$ cat src/rtl/alu_muldiv_seq.sv
// Multi-cycle unsigned MUL/MULHU/DIVU/REMU sequencer that borrows the shared 32-bit ALU.
// Shift-add multiply / restoring divide, one ALU step per cycle, 32 steps per operation.
module alu_muldiv_seq #(
  parameter int unsigned WIDTH   = 32,
  parameter logic [3:0]  ALU_ADD = 4'b0000,
  parameter logic [3:0]  ALU_SUB = 4'b1000
) (
  input  logic             clk,
  input  logic             rst_n,
  input  logic             start,
  input  logic [1:0]       op,
  input  logic [WIDTH-1:0] src_a,
  input  logic [WIDTH-1:0] src_b,
  output logic             busy,
  output logic             done,
  output logic [WIDTH-1:0] result,
  output logic             alu_req,
  output logic [WIDTH-1:0] alu_src1,
  output logic [WIDTH-1:0] alu_src2,
  output logic [3:0]       ALU_Ctrl,
  input  logic [WIDTH-1:0] ALU_result
);

  localparam int unsigned CNT_W = 5;
  localparam logic [CNT_W-1:0] LAST_STEP = CNT_W'(WIDTH - 1);

  localparam logic [1:0] S_IDLE = 2'b00;
  localparam logic [1:0] S_RUN  = 2'b01;
  localparam logic [1:0] S_FIN  = 2'b10;

  logic [1:0]       state, state_nxt;
  logic [CNT_W-1:0] cnt, cnt_nxt;
  logic [1:0]       op_r, op_nxt;
  // acc is hi (multiply) or rem (divide); lo is lo (multiply) or q (divide); opnd is b or d
  logic [WIDTH-1:0] acc, acc_nxt;
  logic [WIDTH-1:0] lo, lo_nxt;
  logic [WIDTH-1:0] opnd, opnd_nxt;
  logic [WIDTH-1:0] result_nxt;

  logic [WIDTH-1:0] sh;
  logic             ge;
  logic             carry;
  logic             is_div;

  assign is_div = op_r[1];
  assign sh     = {acc[WIDTH-2:0], lo[WIDTH-1]};
  assign ge     = acc[WIDTH-1] | (sh >= opnd);
  assign carry  = (ALU_result < acc);

  assign busy    = (state == S_RUN);
  assign alu_req = busy;
  assign done    = (state == S_FIN);

  // ALU operand drive; kept apart from the next-state logic so ALU_result has no path back into it
  always_comb begin
    alu_src1 = '0;
    alu_src2 = '0;
    ALU_Ctrl = ALU_ADD;
    if (state == S_RUN) begin
      alu_src2 = opnd;
      if (is_div) begin
        alu_src1 = sh;
        ALU_Ctrl = ALU_SUB;
      end else begin
        alu_src1 = acc;
      end
    end
  end

  always_comb begin
    state_nxt  = state;
    cnt_nxt    = cnt;
    op_nxt     = op_r;
    acc_nxt    = acc;
    lo_nxt     = lo;
    opnd_nxt   = opnd;
    result_nxt = result;
    case (state)
      S_IDLE, S_FIN: begin
        if (start) begin
          op_nxt   = op;
          cnt_nxt  = '0;
          acc_nxt  = '0;
          lo_nxt   = src_a;
          opnd_nxt = src_b;
          if (op[1] && (src_b == '0)) begin
            // divide by zero resolves immediately
            state_nxt  = S_FIN;
            result_nxt = op[0] ? src_a : '1;
          end else begin
            state_nxt = S_RUN;
          end
        end else if (state == S_FIN) begin
          state_nxt = S_IDLE;
        end
      end
      S_RUN: begin
        cnt_nxt = cnt + CNT_W'(1);
        if (is_div) begin
          acc_nxt = ge ? ALU_result : sh;
          lo_nxt  = {lo[WIDTH-2:0], ge};
        end else if (lo[0]) begin
          acc_nxt = {carry, ALU_result[WIDTH-1:1]};
          lo_nxt  = {ALU_result[0], lo[WIDTH-1:1]};
        end else begin
          acc_nxt = {1'b0, acc[WIDTH-1:1]};
          lo_nxt  = {acc[0], lo[WIDTH-1:1]};
        end
        if (cnt == LAST_STEP) begin
          state_nxt  = S_FIN;
          result_nxt = op_r[0] ? acc_nxt : lo_nxt;
        end
      end
      default: state_nxt = S_IDLE;
    endcase
  end

  always_ff @(posedge clk) begin
    if (!rst_n) begin
      state  <= S_IDLE;
      cnt    <= '0;
      op_r   <= '0;
      acc    <= '0;
      lo     <= '0;
      opnd   <= '0;
      result <= '0;
    end else begin
      state  <= state_nxt;
      cnt    <= cnt_nxt;
      op_r   <= op_nxt;
      acc    <= acc_nxt;
      lo     <= lo_nxt;
      opnd   <= opnd_nxt;
      result <= result_nxt;
    end
  end

endmodule

$ cat config.mk
export PLATFORM = sky130hd
export DESIGN_NAME = alu_muldiv_seq
export DESIGN_NICKNAME = d
export VERILOG_FILES = /design/src/rtl/alu_muldiv_seq.sv
export SDC_FILE = /design/constraint.sdc
export NUM_CORES = 1
export LEC_CHECK = 0
export ABC_CLOCK_PERIOD_IN_PS = 2570
export CAP_MARGIN = 20
export CORE_ASPECT_RATIO = 1.75
export CORE_MARGIN = 2
export CORE_UTILIZATION = 48
export CTS_CLUSTER_DIAMETER = 100
export DETAILED_ROUTE_END_ITERATION = 16
export PLACE_DENSITY_LB_ADDON = 0.12
export SLEW_MARGIN = 5
export SYNTH_ARGS = -nofsm -noshare
export SYNTH_HDL_FRONTEND = slang
export SYNTH_SLANG_ARGS = --single-unit
export TNS_END_PERCENT = 10
$ cat constraint.sdc
create_clock -name clk -period 2.57 [get_ports clk]
set_input_delay 0.514 -clock clk [delete_from_list [all_inputs] [get_ports clk]]
set_output_delay 0.514 -clock clk [all_outputs]
set_load 0.05 [all_outputs]
Yosys cells after proc, flatten, opt, wreduce, memory -nomap -nowiden
Index checks and enable logic that the tools add are counted.
W data, S select, Z words.
- output and inout port bits: 103
- register bits: 137
- word-level logic and storage cells: 54
- input bits: 101
- $add $sub $neg: 1
- bitwise gates (word level): 1
- magnitude comparators: 2
- eq/ne operators: 7
- muxes and demuxes: 27
- reductions and logical operators: 9
- operators by type and width (operator ; number):
    $mux W32 ; 15
    $pmux W32 S2 ; 3
    $ge A32 B32 Y1 ; 1
    $logic_not A32 Y1 ; 1
    $lt A32 B32 Y1 ; 1
    $pmux W5 S2 ; 1
    $mux W2 ; 4
    $mux W4 ; 2
    $reduce_and A2 Y1 ; 3
    $add A5 B1 Y5 const B ; 1
    $eq A5 B5 Y1 const B ; 1
    $mux W5 ; 1
    $ne A2 B2 Y1 const B ; 2
    $pmux W2 S2 ; 1
    $reduce_and A4 Y1 ; 1
    $ne A3 B3 Y1 const B ; 1
    $eq A2 B1 Y1 const B ; 1
    $eq A2 B2 Y1 const B ; 1
    $logic_not A2 Y1 ; 1
    $ne A2 B1 Y1 const B ; 1
    $reduce_bool A2 Y1 ; 1
    $reduce_or A2 Y1 ; 1
    $logic_and A1 B1 Y1 ; 1
    $or A1 B1 Y1 ; 1

Longest topological paths before layout
Gate-level depths: netlist (run 1).
- depth after elaboration: 7
- depth in mapped cells: 11
- mapped depth without buffers: 9

Worst setup path before layout (run 1)
Ideal clock, no wire load.
- kind: register -> output
- start: register op_r[1]
- end: output port alu_src1[10]
- setup slack: -0.330 ns
- stages on the path, launching flop included: 7
- buffers on the path: 4
- required time: 2.056 ns
- arrival time: 2.386 ns
- cell sequence: dfxtp_1 -> clkbuf_1 -> clkbuf_1 -> buf_1 -> buf_1 -> mux2i_1 -> nor2_1
- cells in the longest elaborated chain, start to end: 2
- ends and longest elaborated chain (item ; RTL line ; RTL):
    start: declaration ; 33 ; logic [1:0] op_r, op_nxt;
    start signal: assignment ; 130 ; op_r <= op_nxt;
    $mux W32 ; 61 ; if (is_div) begin
    $mux W32 ; 59 ; if (state == S_RUN) begin
    end: declaration ; 18 ; output logic [WIDTH-1:0] alu_src1,
No other way between the ends.

Final worst setup path (run 1)
- start: register opnd[18]
- end: register result[24]
- cells in the longest elaborated chain, start to end: 7
- ends and longest elaborated chain (item ; RTL line ; RTL):
    start: declaration ; 37 ; logic [WIDTH-1:0] opnd, opnd_nxt;
    start signal: assignment ; 133 ; opnd <= opnd_nxt;
    $ge A32 B32 Y1 ; 47 ; assign ge = acc[WIDTH-1] | (sh >= opnd);
    $or A1 B1 Y1 ; 47 ;
    $mux W32 ; 100 ; acc_nxt = ge ? ALU_result : sh;
    $mux W32 ; 99 ; if (is_div) begin
    $mux W32 ; 111 ; result_nxt = op_r[0] ? acc_nxt : lo_nxt;
    $mux W32 ; 109 ; if (cnt == LAST_STEP) begin
    $pmux W32 S2 ; 78 ; case (state)
    end signal: assignment ; 134 ; result <= result_nxt;
    end: declaration ; 16 ; output logic [WIDTH-1:0] result,
No other way between the ends. The select of a mux whose other input is x is not followed.
A chain may end at the register's enable or synchronous reset.

==> results of run 1 <==
==> metrics by stage <==
step,instances,hold slack [ns],setup slack [ns]
CTS,1861,0.439,-0.0990
global placement,1822,0.450,-0.338
global route,1878,0.464,-0.278
finish,1879,0.456,-0.201
detailed placement,1822,0.456,-0.441
floorplan,1297,0.443,-0.124
==> layout by cell type (no fill, tap or decap), types with 53 or more instances in the layout <==
cell type                         count
sky130_fd_sc_hd__ha_1                53
sky130_fd_sc_hd__a21boi_0            60
sky130_fd_sc_hd__nand2_1            209
sky130_fd_sc_hd__buf_12              80
sky130_fd_sc_hd__inv_1               53
sky130_fd_sc_hd__buf_4              175
sky130_fd_sc_hd__nor2_1              74
sky130_fd_sc_hd__a21oi_1             54
sky130_fd_sc_hd__o21ai_0             70
sky130_fd_sc_hd__dfxtp_1            121
sky130_fd_sc_hd__clkdlybuf4s50_1    132
==> cells in the mapped netlist, types with 19 or more instances <==
library cell	number	area share
sky130_fd_sc_hd__nand2b_1	31	0.020
sky130_fd_sc_hd__or3_1	25	0.016
sky130_fd_sc_hd__nand2_1	209	0.080
sky130_fd_sc_hd__nor2_1	105	0.040
sky130_fd_sc_hd__o21ai_0	77	0.039
sky130_fd_sc_hd__a22oi_1	27	0.021
sky130_fd_sc_hd__nor3_1	19	0.0097
sky130_fd_sc_hd__a211oi_1	52	0.040
sky130_fd_sc_hd__clkbuf_1	69	0.026
sky130_fd_sc_hd__inv_1	66	0.025
sky130_fd_sc_hd__mux2_2	23	0.026
sky130_fd_sc_hd__o22ai_1	26	0.017
sky130_fd_sc_hd__o31ai_1	25	0.019
sky130_fd_sc_hd__buf_1	22	0.0084
sky130_fd_sc_hd__ha_1	65	0.083
sky130_fd_sc_hd__a21boi_0	60	0.046
sky130_fd_sc_hd__a21oi_1	58	0.030
sky130_fd_sc_hd__dfxtp_1	137	0.28
sky130_fd_sc_hd__mux2i_1	39	0.040
==> cell families (layout without fill, tap and decap cells) <==
kind of cell,count (synthesis),count (layout),share of synthesized area
DFF,137,137,0.280
AOI/OAI and AO/OA,410,410,0.291
and+or+nand+nor,448,448,0.208
muxes,62,62,0.0663
buffers and inverters,172,505,0.0720
other,1,4,0.000383
adders and majority gates,65,65,0.0830
==> layer usage <==
layer	GRT usage	up-vias	wire (um)
li1	-	5282	-
met1	0.429	5337	15200
met2	0.595	570	19300
met3	0.0613	101	2770
met4	0.126	0	1350
met5	0	-	0
==> worst max-delay path by stage <==
stage / startpoint / slack, ns / end / depth (start not counted)
floorplan: op_r[1] / -0.12 / alu_src1[13] / 6
global placement: src_b[0] / -0.34 / result[20] / 11
detailed placement: src_b[0] / -0.44 / result[10] / 11
CTS: opnd[17] / -0.1 / acc[17] / 11
global route: opnd[19] / -0.28 / result[24] / 10
finish: opnd[18] / -0.20 / result[24] / 10
==> state kept, by name, summed over array words and instances (netlist names) <==
| signal | cells |
|---|---|
| acc | 32 |
| opnd | 32 |
| cnt | 5 |
| state | 2 |
| result | 32 |
| lo | 32 |
| op_r | 2 |
==> power groups by stage <==
stage	Combinational, uW	Clock, uW	Sequential [uW]
6_report	2500	2780	2310
5_1_grt	2640	2880	2320
4_1_cts	2240	2790	2300
3_5_place_dp	1980	0	2340
3_3_place_gp	1960	0	2340
2_1_floorplan	1090	0	2310
==> final cells by class <==
| cell class | instances | area [sq um] |
|---|---|---|
| diodes | 1 | 2.50 |
| clock buffers | 18 | 429 |
| clock inverters | 14 | 216 |
| fillers | 1473 | 4520 |
| inverters | 66 | 250 |
| multi-input cells | 988 | 7170 |
| flip-flops and latches | 137 | 2770 |
| well taps | 248 | 310 |
| repair buffers | 407 | 4530 |
==> repair_timing <==
action	4_1_cts	5_1_grt
cloned	3	3
gates resized for setup	76	95
pin swaps	43	57
hold endpoints to repair	0	0
setup buffers	4	16
setup endpoints to repair	64	67
==> worst reg2reg max path: stages, from the launching register on <==
cell and delay, ns:
sky130_fd_sc_hd__dfxtp_2 0.33, sky130_fd_sc_hd__inv_2 0.05, sky130_fd_sc_hd__ha_4 0.23, sky130_fd_sc_hd__and3_4 0.17, sky130_fd_sc_hd__a221o_1 0.33, sky130_fd_sc_hd__a221o_1 0.43
sky130_fd_sc_hd__a21boi_4 0.24, sky130_fd_sc_hd__nand2_4 0.15, sky130_fd_sc_hd__buf_6 0.20, sky130_fd_sc_hd__a211oi_2 0.35, sky130_fd_sc_hd__o22ai_1 0.14
==> metrics.txt, run 1 <==
# TYPE chip_impl_metric gauge
chip_impl_metric{name="syn_inst",unit=""} 1295
chip_impl_metric{name="timing.slew.headroom",unit=""} 0.533
chip_impl_info{name="endpoint_of_the_worst_hold_timing_path",value="lo[0]"} 1
chip_impl_metric{name="io_pins",unit=""} 204
chip_impl_metric{name="number_of_hold_slack_violations_in_the_final_timing_report",unit=""} 0
chip_impl_info{name="cts_root_buffer",value="sky130_fd_sc_hd__clkbuf_16"} 1
chip_impl_metric{name="cts-buffers-inserted",unit=""} 17
chip_impl_info{name="timing.rr.start",value="opnd[18]"} 1
chip_impl_metric{name="power.net_switching",unit="uW"} 2520
chip_impl_metric{name="leakagePower",unit="uW"} 0.00588
chip_impl_info{name="critical_path.startpoint_type",value="register"} 1
chip_impl_info{name="clock_tree_from_tritoncts",value="yes"} 1
chip_impl_metric{name="critPathMaxFanout",unit=""} 15
chip_impl_metric{name="timing.hold.worst_path_depth",unit=""} 2
chip_impl_metric{name="final_total_negative_setup_slack",unit="ns"} -5.52
chip_impl_metric{name="cp_data_arrival_time",unit="ns"} 3.08
chip_impl_info{name="timing.critical_path.slowest_stage_cell",value="sky130_fd_sc_hd__a221o_1"} 1
chip_impl_info{name="failed_checks",value="negative setup slack"} 1
chip_impl_metric{name="area_delta_synth_final",unit="%"} 60.0
chip_impl_metric{name="final_nets",unit=""} 1783
chip_impl_info{name="critical_path_class",value="register to register"} 1
chip_impl_metric{name="post_dp_cell_area",unit="sq um"} 13900
chip_impl_metric{name="power.share.sequential",unit=""} 0.304
chip_impl_metric{name="drv_cap",unit=""} 0
chip_impl_metric{name="setup_viol_count_final",unit=""} 59
chip_impl_metric{name="initial_core_utilization",unit=""} 0.485
chip_impl_info{name="min_path_type",value="input port to register"} 1
chip_impl_info{name="reg2reg_to",value="result[24]"} 1
chip_impl_info{name="min-delay-start",value="rst_n"} 1
chip_impl_metric{name="die_area",unit="sq um"} 21600
chip_impl_metric{name="drt_wl_total",unit="um"} 38600
chip_impl_metric{name="p_comb_frac",unit=""} 0.330
chip_impl_metric{name="async_reset_ff_frac",unit=""} 0
chip_impl_info{name="status",value="finished, violations left"} 1
chip_impl_metric{name="worst_setup_hold_path_clk_slew",unit="ns"} 0.07
chip_impl_metric{name="final_layout_size_suffix_gt1_frac",unit=""} 0.308
chip_impl_metric{name="maxSlewViolCount",unit=""} 0
chip_impl_info{name="cpLargestDelayFamily",value="compound AO/OA/AOI/OAI gates"} 1
chip_impl_metric{name="grt_antenna_before_repair",unit=""} 0
chip_impl_metric{name="worst_path_largest_cell_delay",unit="ns"} 0.43
chip_impl_metric{name="placementRows",unit=""} 69
chip_impl_metric{name="grt_max_degree",unit=""} 66
chip_impl_metric{name="routabilityCongestion",unit=""} 0.873
chip_impl_metric{name="final.setup_skew",unit="ns"} 0.0101
chip_impl_metric{name="synth_seq_cells",unit=""} 137
chip_impl_info{name="ys_dominant_reg_cell",value="sky130_fd_sc_hd__dfxtp_1"} 1
chip_impl_metric{name="drt-vias-per-instance",unit=""} 6.01
chip_impl_metric{name="power.ir.vdd_worst",unit="uV"} 635
chip_impl_metric{name="regToRegSetupSlack",unit="ns"} -0.20
chip_impl_metric{name="maxClockFrequency",unit="GHz"} 0.361
chip_impl_metric{name="intPower",unit="uW"} 5080
chip_impl_info{name="grt_setup_unrepaired",value="yes"} 1
chip_impl_metric{name="drtIter0Drc",unit=""} 1071
chip_impl_metric{name="place.port_buffers",unit=""} 200
chip_impl_metric{name="grt-ovfl-total",unit=""} 0
chip_impl_metric{name="die_height",unit="um"} 193
chip_impl_metric{name="timing.final.crit_period",unit="ns"} 2.77
chip_impl_metric{name="actual_transition_at_the_worst_max_transition_pin",unit="ns"} 0.701
chip_impl_metric{name="grt_usage",unit=""} 0.344
chip_impl_metric{name="reg2reg_depth",unit=""} 10
chip_impl_metric{name="clock_insertion_delay_worst_skew",unit="ns"} 0.44
chip_impl_metric{name="grt_first_pass_wirelength",unit="um"} 59300
chip_impl_metric{name="path_buf_inv",unit=""} 2
chip_impl_metric{name="powerDensity",unit="nW/um^2"} 484
chip_impl_metric{name="postCtsHoldBufs",unit=""} 0
chip_impl_metric{name="fp.coreArea",unit="sq um"} 20200
chip_impl_metric{name="detail_route.first_pass.iterations",unit=""} 5
chip_impl_metric{name="ctsHtreeMaxLevel",unit=""} 4
chip_impl_metric{name="synth_cell_types",unit=""} 56
chip_impl_metric{name="via_count",unit=""} 11290
chip_impl_metric{name="report.power.total",unit="uW"} 7600
chip_impl_metric{name="dp.final_hpwl",unit="um"} 26400
chip_impl_metric{name="power.share.switching",unit=""} 0.332
chip_impl_metric{name="post-route-period-util",unit=""} 1.08
chip_impl_metric{name="synth.yosys.warnings",unit=""} 0
chip_impl_metric{name="synthesis.area",unit="sq um"} 9800
chip_impl_metric{name="layout.cell_area.non_filler",unit="sq um"} 15700
chip_impl_metric{name="fp.dieW",unit="um"} 112
chip_impl_metric{name="antenna_violating_nets_post_route",unit=""} 0
chip_impl_metric{name="synth_edf_count",unit=""} 0
chip_impl_metric{name="post-route-worst-setup-slack",unit="ns"} -0.201
chip_impl_info{name="path_cells",value="inv_2, ha_4, and3_4, a221o_1, a221o_1, a21boi_4, nand2_4, buf_6, a211oi_2, o22ai_1"} 1
chip_impl_info{name="critical_path.endpoint_type",value="register"} 1
chip_impl_metric{name="post-route-util",unit=""} 0.776
chip_impl_metric{name="clock_path_buffers",unit=""} 2
chip_impl_metric{name="cts_sink_count",unit=""} 137
chip_impl_metric{name="ys_seq_area_frac",unit=""} 0.280
chip_impl_metric{name="required",unit="ns"} 2.88
chip_impl_metric{name="post_drt_wl_per_cell",unit="um"} 20.6
chip_impl_metric{name="mean_area_per_synthesized_cell",unit="sq um"} 7.57
chip_impl_info{name="cp_common_cell",value="sky130_fd_sc_hd__a221o_1"} 1
chip_impl_metric{name="grt_pass1_vias",unit=""} 10970
chip_impl_metric{name="drcViolationCount",unit=""} 0
chip_impl_metric{name="clock_network_fraction_of_design_power",unit=""} 0.366
Power figures use the tool's default switching activity.
==> run 2, diff against run 1 <==
--- a/config.mk
+++ b/config.mk
@@ -12,7 +12,7 @@
 export CORE_UTILIZATION = 48
 export CTS_CLUSTER_DIAMETER = 100
 export DETAILED_ROUTE_END_ITERATION = 16
-export PLACE_DENSITY_LB_ADDON = 0.12
+export PLACE_DENSITY = 0.81
 export SLEW_MARGIN = 5
 export SYNTH_ARGS = -nofsm -noshare
 export SYNTH_HDL_FRONTEND = slang
==> run 2 against run 1 <==
Effect of this change: the flow still finishes with violations (negative setup slack); hold slack improved by 0.0065 ns; register-to-register slack gained 0.05 ns; maximum frequency is 1.7% higher; critical path depth unchanged; clock-buffer cell count increased by 2; total power fell by 4.4%; clock skew down 0.0020 ns; clock power shrank 12%; die area is the same; first-iteration DRC count up 26%; final area decreased by 2.5%; global-route usage grew 0.67 points; largest cell class unchanged.
==> metrics.txt, run 2 (synthesis results as in run 1) <==
# TYPE chip_impl_metric gauge
chip_impl_metric{name="drtIter0Drc",unit=""} 1345
chip_impl_metric{name="final_nets",unit=""} 1762
chip_impl_metric{name="setup_viol_count_final",unit=""} 56
chip_impl_metric{name="report.power.total",unit="uW"} 7260
chip_impl_metric{name="cts-buffers-inserted",unit=""} 17
chip_impl_metric{name="maxClockFrequency",unit="GHz"} 0.367
chip_impl_metric{name="grt_antenna_before_repair",unit=""} 1
chip_impl_metric{name="clock_insertion_delay_worst_skew",unit="ns"} 0.45
chip_impl_metric{name="post-route-period-util",unit=""} 1.06
chip_impl_info{name="cts_root_buffer",value="sky130_fd_sc_hd__clkbuf_16"} 1
chip_impl_info{name="timing.critical_path.slowest_stage_cell",value="sky130_fd_sc_hd__a221o_2"} 1
chip_impl_info{name="most_common_cell_after_layout_fill_and_taps_aside",value="sky130_fd_sc_hd__nand2_1"} 1
chip_impl_info{name="final_cell_mix",value="209 x sky130_fd_sc_hd__nand2_1, 169 x sky130_fd_sc_hd__buf_4, 132 x sky130_fd_sc_hd__clkdlybuf4s50_1"} 1
chip_impl_metric{name="die_area",unit="sq um"} 21600
chip_impl_metric{name="cp_data_arrival_time",unit="ns"} 3.05
chip_impl_metric{name="placementRows",unit=""} 69
chip_impl_info{name="grt_setup_unrepaired",value="yes"} 1
chip_impl_metric{name="leakagePower",unit="uW"} 0.00571
chip_impl_info{name="failed_checks",value="negative setup slack"} 1
chip_impl_metric{name="drt_wl_total",unit="um"} 40100
chip_impl_metric{name="clock_path_buffers",unit=""} 2
chip_impl_metric{name="place_inst",unit=""} 1807
chip_impl_metric{name="power.ir.vdd_worst",unit="uV"} 548
chip_impl_metric{name="path_buf_inv",unit=""} 2
chip_impl_metric{name="drv_cap",unit=""} 0
chip_impl_metric{name="dp.final_hpwl",unit="um"} 27000
chip_impl_metric{name="routabilityCongestion",unit=""} 0.958
chip_impl_metric{name="fp.dieW",unit="um"} 112
chip_impl_info{name="critical_path.endpoint_type",value="register"} 1
chip_impl_info{name="critical_path_class",value="register to register"} 1
chip_impl_info{name="clock_tree_from_tritoncts",value="yes"} 1
chip_impl_metric{name="final.setup_skew",unit="ns"} 0.00803
chip_impl_metric{name="drt-vias-per-instance",unit=""} 6.24
chip_impl_metric{name="detail_route.first_pass.iterations",unit=""} 8
chip_impl_metric{name="drcViolationCount",unit=""} 0
chip_impl_info{name="status",value="finished, violations left"} 1
chip_impl_metric{name="grt_max_degree",unit=""} 128
chip_impl_info{name="path_cells",value="inv_2, ha_4, a21o_1, a221o_1, a221o_2, a21bo_4, buf_12, nor3_4, a211oi_2, o31ai_1"} 1
chip_impl_metric{name="post-route-worst-setup-slack",unit="ns"} -0.156
chip_impl_metric{name="actual_transition_at_the_worst_max_transition_pin",unit="ns"} 0.850
chip_impl_metric{name="final_layout_size_suffix_gt1_frac",unit=""} 0.287
chip_impl_metric{name="place.port_buffers",unit=""} 200
chip_impl_info{name="critical_path.startpoint_type",value="register"} 1
chip_impl_metric{name="grt-ovfl-total",unit=""} 0
chip_impl_metric{name="maxSlewViolCount",unit=""} 0
chip_impl_metric{name="cts_sink_count",unit=""} 137
chip_impl_metric{name="die_height",unit="um"} 193
chip_impl_metric{name="area_delta_synth_final",unit="%"} 56.0
chip_impl_metric{name="worst_path_largest_cell_delay",unit="ns"} 0.43
chip_impl_info{name="min_path_type",value="input port to register"} 1
chip_impl_metric{name="post_dp_cell_area",unit="sq um"} 13700
chip_impl_metric{name="fp.coreArea",unit="sq um"} 20200
chip_impl_metric{name="critPathMaxFanout",unit=""} 8
chip_impl_metric{name="io_pins",unit=""} 204
chip_impl_metric{name="grt_usage",unit=""} 0.350
chip_impl_metric{name="powerDensity",unit="nW/um^2"} 475
chip_impl_metric{name="antenna_violating_nets_post_route",unit=""} 0
chip_impl_metric{name="number_of_hold_slack_violations_in_the_final_timing_report",unit=""} 0
chip_impl_metric{name="via_count",unit=""} 11590
chip_impl_metric{name="initial_core_utilization",unit=""} 0.485
chip_impl_metric{name="grt_first_pass_wirelength",unit="um"} 60300
chip_impl_metric{name="required",unit="ns"} 2.89
chip_impl_metric{name="timing.slew.headroom",unit=""} 0.432
chip_impl_metric{name="post_drt_wl_per_cell",unit="um"} 21.6
chip_impl_metric{name="layout.cell_area.non_filler",unit="sq um"} 15300
chip_impl_metric{name="timing.final.crit_period",unit="ns"} 2.73
chip_impl_metric{name="final_cell_count_no_fill",unit=""} 1857
chip_impl_metric{name="post-route-util",unit=""} 0.756
chip_impl_info{name="cpLargestDelayFamily",value="compound AO/OA/AOI/OAI gates"} 1
chip_impl_metric{name="worst_setup_hold_path_clk_slew",unit="ns"} 0.06
chip_impl_metric{name="ctsHtreeMaxLevel",unit=""} 4
chip_impl_metric{name="grt_pass1_vias",unit=""} 11300
[run 2: changes by cell type in the layout (fill, tap and decap cells not counted), sizes merged]
cell,previous run,this run
clkbuf,21,24
clkinvlp,1,2
a21bo,1,2
bufinv,5,1
buf,272,249
inv,69,66
clkinv,5,8
[run 2: cell type report]
type,count,area [sq um]
Multi-Input combinational cell,989,7170
Fill cell,1380,4920
Timing Repair Buffer,385,4220
Sequential cell,137,2760
Clock buffer,20,478
Tap cell,248,310
Inverter,66,250
Clock inverter,11,96.3
Antenna cell,1,2.50
[run 2: power breakdown]
part / internal (uW) / total (uW) / leakage, uW / switching [uW]
sequential: 2220 / 2320 / 0.00112 / 101
clock: 1430 / 2450 / 0.000283 / 1030
combinational: 1080 / 2490 / 0.00431 / 1410
[run 2: what timing repair did]
action,4_1_cts,5_1_grt
gates resized for setup,78,67
cloned,2,6
endpoints found under the hold margin,0,0
pin swaps,38,35
setup endpoints to repair,66,66
hold buffers,0,0
setup buffers,5,5
[run 2: per-layer routing]
layer / vias up / routed length, um / track usage
li1: 5224 / - / -
met1: 5426 / 14200 / 0.404
met2: 757 / 19600 / 0.620
met3: 183 / 3650 / 0.0763
met4: 0 / 2650 / 0.162
met5: - / 0 / 0
[run 2: worst paths after layout]
| path | startpoint | to | slack, ns | cells past startpoint |
|---|---|---|---|---|
| worst max-delay path | opnd[18] | acc[30] | -0.16 | 10 |
| worst min-delay path | rst_n | lo[7] | 0.46 | 2 |
| worst min register to register | opnd[25] | opnd[25] | 0.46 | 2 |
| worst max register to register | opnd[18] | acc[30] | -0.16 | 10 |
[run 2: through the flow]
step | TNS (ns) | hold slack, ns | setup slack [ns]
after CTS | -1.44 | 0.430 | -0.0901
final | -2.47 | 0.463 | -0.156
after detailed placement | -20.97 | 0.457 | -0.526
after global placement | -16.13 | 0.450 | -0.412
after global routing | -6.69 | 0.459 | -0.184
after floorplan | -1.79 | 0.443 | -0.124
